File: src/rtl/xor_parity_rx.sv
// xor_parity_rx: receives one framed serial word.
// Frame layout: start bit, DATA_W data bits sent LSB first, parity bit, stop bit.
// The block recomputes XOR parity over the data bits and the parity bit and
// compares it with the received parity bit. It reports the received word, a
// parity error flag, a framing error flag and a saturating error count.
// The serial line is sampled only on cycles where bit_en strobes high.
module xor_parity_rx #(
  parameter int DATA_W     = 8,
  parameter bit ODD_PARITY = 1'b0,
  parameter int CNT_W      = 8
) (
  input  logic              clk,
  input  logic              rst_n,
  input  logic              bit_en,
  input  logic              rx_in,
  output logic [DATA_W-1:0] data_out,
  output logic              data_valid,
  output logic              parity_err,
  output logic              frame_err,
  output logic              busy,
  output logic [CNT_W-1:0]  err_count
);

  // Wide enough to hold any count from 0 to DATA_W.
  localparam int BC_W = $clog2(DATA_W + 1);

  typedef enum logic [1:0] {
    S_IDLE,
    S_DATA,
    S_PARITY,
    S_STOP
  } state_t;

  state_t              r_state;
  state_t              w_next;
  logic [DATA_W-1:0]   r_shift;
  logic [DATA_W-1:0]   w_shift_next;
  logic [BC_W-1:0]     r_bit_cnt;
  logic                r_par;
  logic                r_pend_err;
  logic [DATA_W-1:0]   r_data_out;
  logic                r_valid;
  logic                r_parity_err;
  logic                r_frame_err;
  logic [CNT_W-1:0]    r_err_count;
  logic                w_last_bit;
  logic                w_frame_bad;

  // Each new bit enters at the MSB. After DATA_W shifts, the first bit
  // received has moved down to bit 0.
  if (DATA_W == 1) begin : g_shift_1
    assign w_shift_next = rx_in;
  end else begin : g_shift_n
    assign w_shift_next = {rx_in, r_shift[DATA_W-1:1]};
  end

  assign w_last_bit  = (r_bit_cnt == BC_W'(DATA_W - 1));
  assign w_frame_bad = r_pend_err | ~rx_in;

  // State register.
  always_ff @(posedge clk or negedge rst_n) begin
    // NOTE: clocked state uses non-blocking (<=) so that every register
    // samples the values from before the edge, whatever the statement order.
    if (!rst_n) r_state <= S_IDLE;
    else        r_state <= w_next;
  end

  // Next-state logic. The state changes only on sample strobes.
  always_comb begin
    // NOTE: assigning the default first means every path drives w_next, so
    // synthesis infers no latch.
    w_next = r_state;
    if (bit_en) begin
      case (r_state)
        S_IDLE:   if (!rx_in) w_next = S_DATA;
        S_DATA:   if (w_last_bit) w_next = S_PARITY;
        S_PARITY: w_next = S_STOP;
        S_STOP:   w_next = S_IDLE;
        default:  w_next = S_IDLE;
      endcase
    end
  end

  // Datapath: shifts in the data bits, tracks parity, latches the results at
  // the stop bit and counts errored frames.
  always_ff @(posedge clk or negedge rst_n) begin
    if (!rst_n) begin
      r_shift      <= '0;
      r_bit_cnt    <= '0;
      r_par        <= 1'b0;
      r_pend_err   <= 1'b0;
      r_data_out   <= '0;
      r_valid      <= 1'b0;
      r_parity_err <= 1'b0;
      r_frame_err  <= 1'b0;
      r_err_count  <= '0;
    end else begin
      r_valid <= 1'b0;
      if (bit_en) begin
        case (r_state)
          S_IDLE: begin
            if (!rx_in) begin
              r_bit_cnt <= '0;
              r_par     <= 1'b0;
            end
          end
          S_DATA: begin
            r_shift   <= w_shift_next;
            r_par     <= r_par ^ rx_in;
            r_bit_cnt <= r_bit_cnt + BC_W'(1);
          end
          S_PARITY: begin
            r_pend_err <= r_par ^ rx_in ^ ODD_PARITY;
          end
          S_STOP: begin
            r_data_out   <= r_shift;
            r_parity_err <= r_pend_err;
            r_frame_err  <= ~rx_in;
            r_valid      <= 1'b1;
            // The counter stops at all-ones and stays there until reset.
            if (w_frame_bad && (r_err_count != {CNT_W{1'b1}}))
              r_err_count <= r_err_count + CNT_W'(1);
          end
          default: ;
        endcase
      end
    end
  end

  assign data_out   = r_data_out;
  assign data_valid = r_valid;
  assign parity_err = r_parity_err;
  assign frame_err  = r_frame_err;
  assign busy       = (r_state != S_IDLE);
  assign err_count  = r_err_count;

endmodule

File: config.mk
export PLATFORM = sky130hd
export DESIGN_NAME = xor_parity_rx
export DESIGN_NICKNAME = d
export VERILOG_FILES = /design/src/rtl/xor_parity_rx.sv
export SDC_FILE = /design/constraint.sdc
export NUM_CORES = 1
export LEC_CHECK = 0
export CAP_MARGIN = 20
export CORE_ASPECT_RATIO = 0.6
export CORE_MARGIN = 2
export CORE_UTILIZATION = 35
export DETAILED_ROUTE_END_ITERATION = 10
export HOLD_SLACK_MARGIN = 0.1
export REMOVE_ABC_BUFFERS = 1
export SYNTH_ARGS = -nofsm -noshare
export SYNTH_HDL_FRONTEND = slang
export SYNTH_SLANG_ARGS = --single-unit
export TNS_END_PERCENT = 20
File: constraint.sdc
create_clock -name clk -period 1.4 [get_ports clk]
set_input_delay 0.28 -clock clk [delete_from_list [all_inputs] [get_ports clk]]
set_output_delay 0.28 -clock clk [all_outputs]
set_load 0.02 [all_outputs]
==> results of run 1 <==
## worst reg2reg max path, stage by stage, from the launching register on
cell and delay [ns]:
dfrtp_1 0.36, inv_2 0.06, ha_4 0.16, buf_6 0.12, a21boi_4 0.16, and2_4 0.17
mux2_4 0.29
## cell families (layout without fill, tap and decap cells)
family | Yosys count | in the layout | synth area share, %
xor+xnor | 5 | 5 | 2.72
mux | 21 | 21 | 14.6
flops | 35 | 35 | 54.3
buf+inv | 10 | 68 | 2.72
compound gates | 20 | 20 | 8.30
simple gates | 32 | 32 | 11.9
fa+ha+maj | 7 | 7 | 5.43
## layer usage
| metal | vias up | track usage (%) | share of wire, % |
|---|---|---|---|
| met5 | - | 0 | 0 |
| met4 | 0 | 6.93 | 0.51 |
| met3 | 3 | 4.70 | 3.9 |
| met2 | 19 | 21.4 | 45 |
| met1 | 551 | 17.4 | 50 |
| li1 | 570 | - | - |
## registers in the layout, indices dropped and copies added (netlist names)
signal	cells
r_bit_cnt	4
err_count	8
r_pend_err	1
r_shift	8
r_state	2
data_valid	1
r_par	1
frame_err	1
data_out	8
parity_err	1
## metrics by stage
stage	setup TNS (ns)	total power (µW)	hold slack (ns)	setup WS, ns
after floorplan	-0.427	2910	-0.0156	-0.197
after global placement	-7.20	3980	0.466	-0.311
after detailed placement	-7.75	4060	0.492	-0.333
after CTS	-1.14	4970	0.356	-0.129
after global routing	-1.70	5410	0.371	-0.108
final	-0.0821	5050	0.347	-0.0332
## power breakdown
group / switching, µW / internal (µW)
clock network: 382 / 586
logic: 1120 / 1250
registers: 272 / 1440
total: 1770 / 3270
## final cells by class
class | instances | area share, %
clock buffer | 6 | 3.55
tap | 63 | 3.39
clock inverter | 2 | 1.67
sequential | 35 | 37.6
timing repair buffer | 53 | 19.9
multi-input combinational | 85 | 32.7
inverter | 7 | 1.13
## layout by cell type (no fill, tap or decap), types with 2 or more instances in the layout
cell type      synthesis  routed
o21ai_1                0       2
clkbuf_2               0       2
ha_1                   7       3
o21ai_0                7       4
nand2_1                9       8
nor2_1                 5       5
nand3_2                1       2
clkbuf_8               0       6
ha_4                   0       2
dlygate4sd2_1          0      18
a22o_1                 2       2
inv_1                  7       4
a21oi_1                6       6
mux2_2                19      18
buf_6                  0       3
buf_12                 0       2
buf_4                  1      25
ha_2                   0       2
inv_2                  0       3
xnor2_1                5       4
nand3_1                6       5
dfrtp_1               35      35
## cell usage after synthesis
cell type   n
a21oi_1     6
nor3_1      1
nand2_1     9
a22o_1      2
nand2b_1    1
nor4_4      1
dfrtp_1    35
mux2i_1     1
mux2_1      1
and4_1      1
mux2_2     19
nor2_4      1
and2b_4     1
nand3_2     1
xnor2_1     5
buf_2       2
buf_4       1
nand3_1     6
a32o_1      1
and2_1      1
a21boi_4    1
nor2_1      5
and3_1      1
nand3b_1    1
a21boi_0    1
o21ai_0     7
a2111oi_0   1
inv_1       7
nand4_1     1
ha_1        7
a31oi_1     1
nand2_4     1
## how the worst min path moves through the flow
| stage | from | endpoint | slack [ns] | depth (start not counted) |
|---|---|---|---|---|
| finish | rst_n | r_shift[6] | 0.35 | 2 |
| global route | rst_n | r_shift[6] | 0.37 | 2 |
| CTS | rst_n | r_shift[6] | 0.36 | 2 |
| detailed placement | data_out[3] | data_out[3] | 0.49 | 1 |
| global placement | frame_err | frame_err | 0.47 | 2 |
| floorplan | rst_n | data_out[0] | -0.02 | 0 |
## timing repair
action | CTS | global route
gates resized for setup | 34 | 23
endpoints found under the setup margin | 47 | 33
pin swaps | 2 | 2
==> run_results.csv, run 1 <==
group,metric,value,unit
status,status,"finished with violations",
status,violations,"setup timing",
global_routing,grt_pass1_vias,1240,
synth,synth_top_area_share,54.3,%
setup_path,cp_num_buf_inv,2,
setup_path,cp.arrival,1.60,ns
synth,synth_area_per_cell,12.4,µm²
synth,ys_types,32,
clock_network,clk_path_buf_depth,2,
routing,drt_iter0_markers,57,
finish,design_area,2330,µm²
setup_path,crit_chain,"inv_2 > ha_4 > buf_6 > a21boi_4 > and2_4 > mux2_4",
placed_design,io_buffers,23,
timing,hold_viol_final,0,
timing,rsz0062_at_grt,"yes",
routing,wl_per_cell,12.4,µm
global_routing,track_usage,13.8,%
timing,tightest_slew,0.364,ns
finish,multi_input_comb_area,762,µm²
setup_path,path_depth,6,
finish,regArea,876,µm²
finish,nets,198,
synth,synth_seq_cells,35,
finish,final_util,51.8,%
timing,setup_ws,-0.0332,ns
pwr,leakage,0.00110,µW
routing,ant_nets,0,
setup_path,critPathRequiredTime,1.57,ns
finish,syn_to_final_growth,44.4,%
timing,fmax,698,MHz
clock_network,numCtsBuffers,5,
setup_path,crit_fanout,3,
clock_network,htree_num_levels,2,
clock_network,cts_hold_buf,0,
setup_path,worstSetupStartpointType,"register",
synth,netlist_instances,130,
synth,synth_warnings,0,
timing,skew,0.0137,ns
setup_path,crit_path_end_kind,"register",
worst_hold_path,hold_path_class,"input port to async pin",
finish,drive_above_1_share,42.0,%
floorplan,num_io_pins,24,
clock_network,cts_setup_buffers,0,
timing,period_minus_slack,1.43,ns
floorplan,die_w,91.6,µm
setup_path,crit_family,"flip-flops",
setup_path,critical_path_class,"register to register",
routing,drt-total-wl,3.12,mm
setup_path,r2r_end,"r_state[1]",
finish,fin_cells,251,
timing,drv_slew,0,
finish,n_antenna_cell,0,
finish,n_fill_cell,402,
placed_design,dp_hpwl,2.31,mm
setup_path,r2r_slack,-0.03,ns
setup_path,worstRegToRegCells,6,
timing,fin_crit_sh,102,%
floorplan,rows,19,
routing,via_per_inst,4.55,
timing,relSlewSlack,75.1,%
clock_network,cts_sinks,35,
floorplan,die_height,56.6,µm
job,max-cap-violations,0,
setup_path,cp-startpoint,"r_state[0]",
global_routing,overflow,0,
setup_path,slowest_delay,0.36,ns
routing,vias,1143,
floorplan,coreArea,4490,µm²
clock_network,clock-root-buffer,"clkbuf_8",
synth,synthTopCellsByArea,"dfrtp_1 54%, mux2_2 13%, ha_1 5.4%, xnor2_1 2.7%, o21ai_0 2.2%",
pwr,max-vdd-ir-drop,1.09,mV
global_routing,grt_max_degree,36,
setup_path,timing.critical_path.to,"r_state[1]",
synth,netlist_area,1610,µm²
placed_design,dp.cells,243,
floorplan,start_util,35.9,%
synth,synth_largest_area_cell,"dfrtp_1",
setup_path,r2r-start,"r_state[0]",
routing,drc,0,
setup_path,worst_path_max_delay_cell,"dfrtp_1",
pwr,p_per_area,2170,nW/µm²
floorplan,die_area,5180,µm²
global_routing,grt_pass1_wl,5.50,mm
timing,setup_violations,6,
routing,dr.pass1.iters,4,
synth,ys_seq_area_share,54.3,%
clock_network,cts_tree,"done",
clock_network,clock_latency,0.29,ns
global_routing,antenna_found_initial,0,
placed_design,placed_area,2150,µm²
clock_network,clk_pin_slew,0.07,ns
placed_design,gp_congestion,0.764,
(Power assumes the default switching activity.)
==> run 2: changes to the inputs <==
--- a/config.mk
+++ b/config.mk
@@ -5,7 +5,6 @@
 export SDC_FILE = /design/constraint.sdc
 export NUM_CORES = 1
 export LEC_CHECK = 0
-export CAP_MARGIN = 20
 export CORE_ASPECT_RATIO = 0.6
 export CORE_MARGIN = 2
 export CORE_UTILIZATION = 35
==> results of run 2 <==
No change in the layout: final DEF, timing and power equal those of run 1.
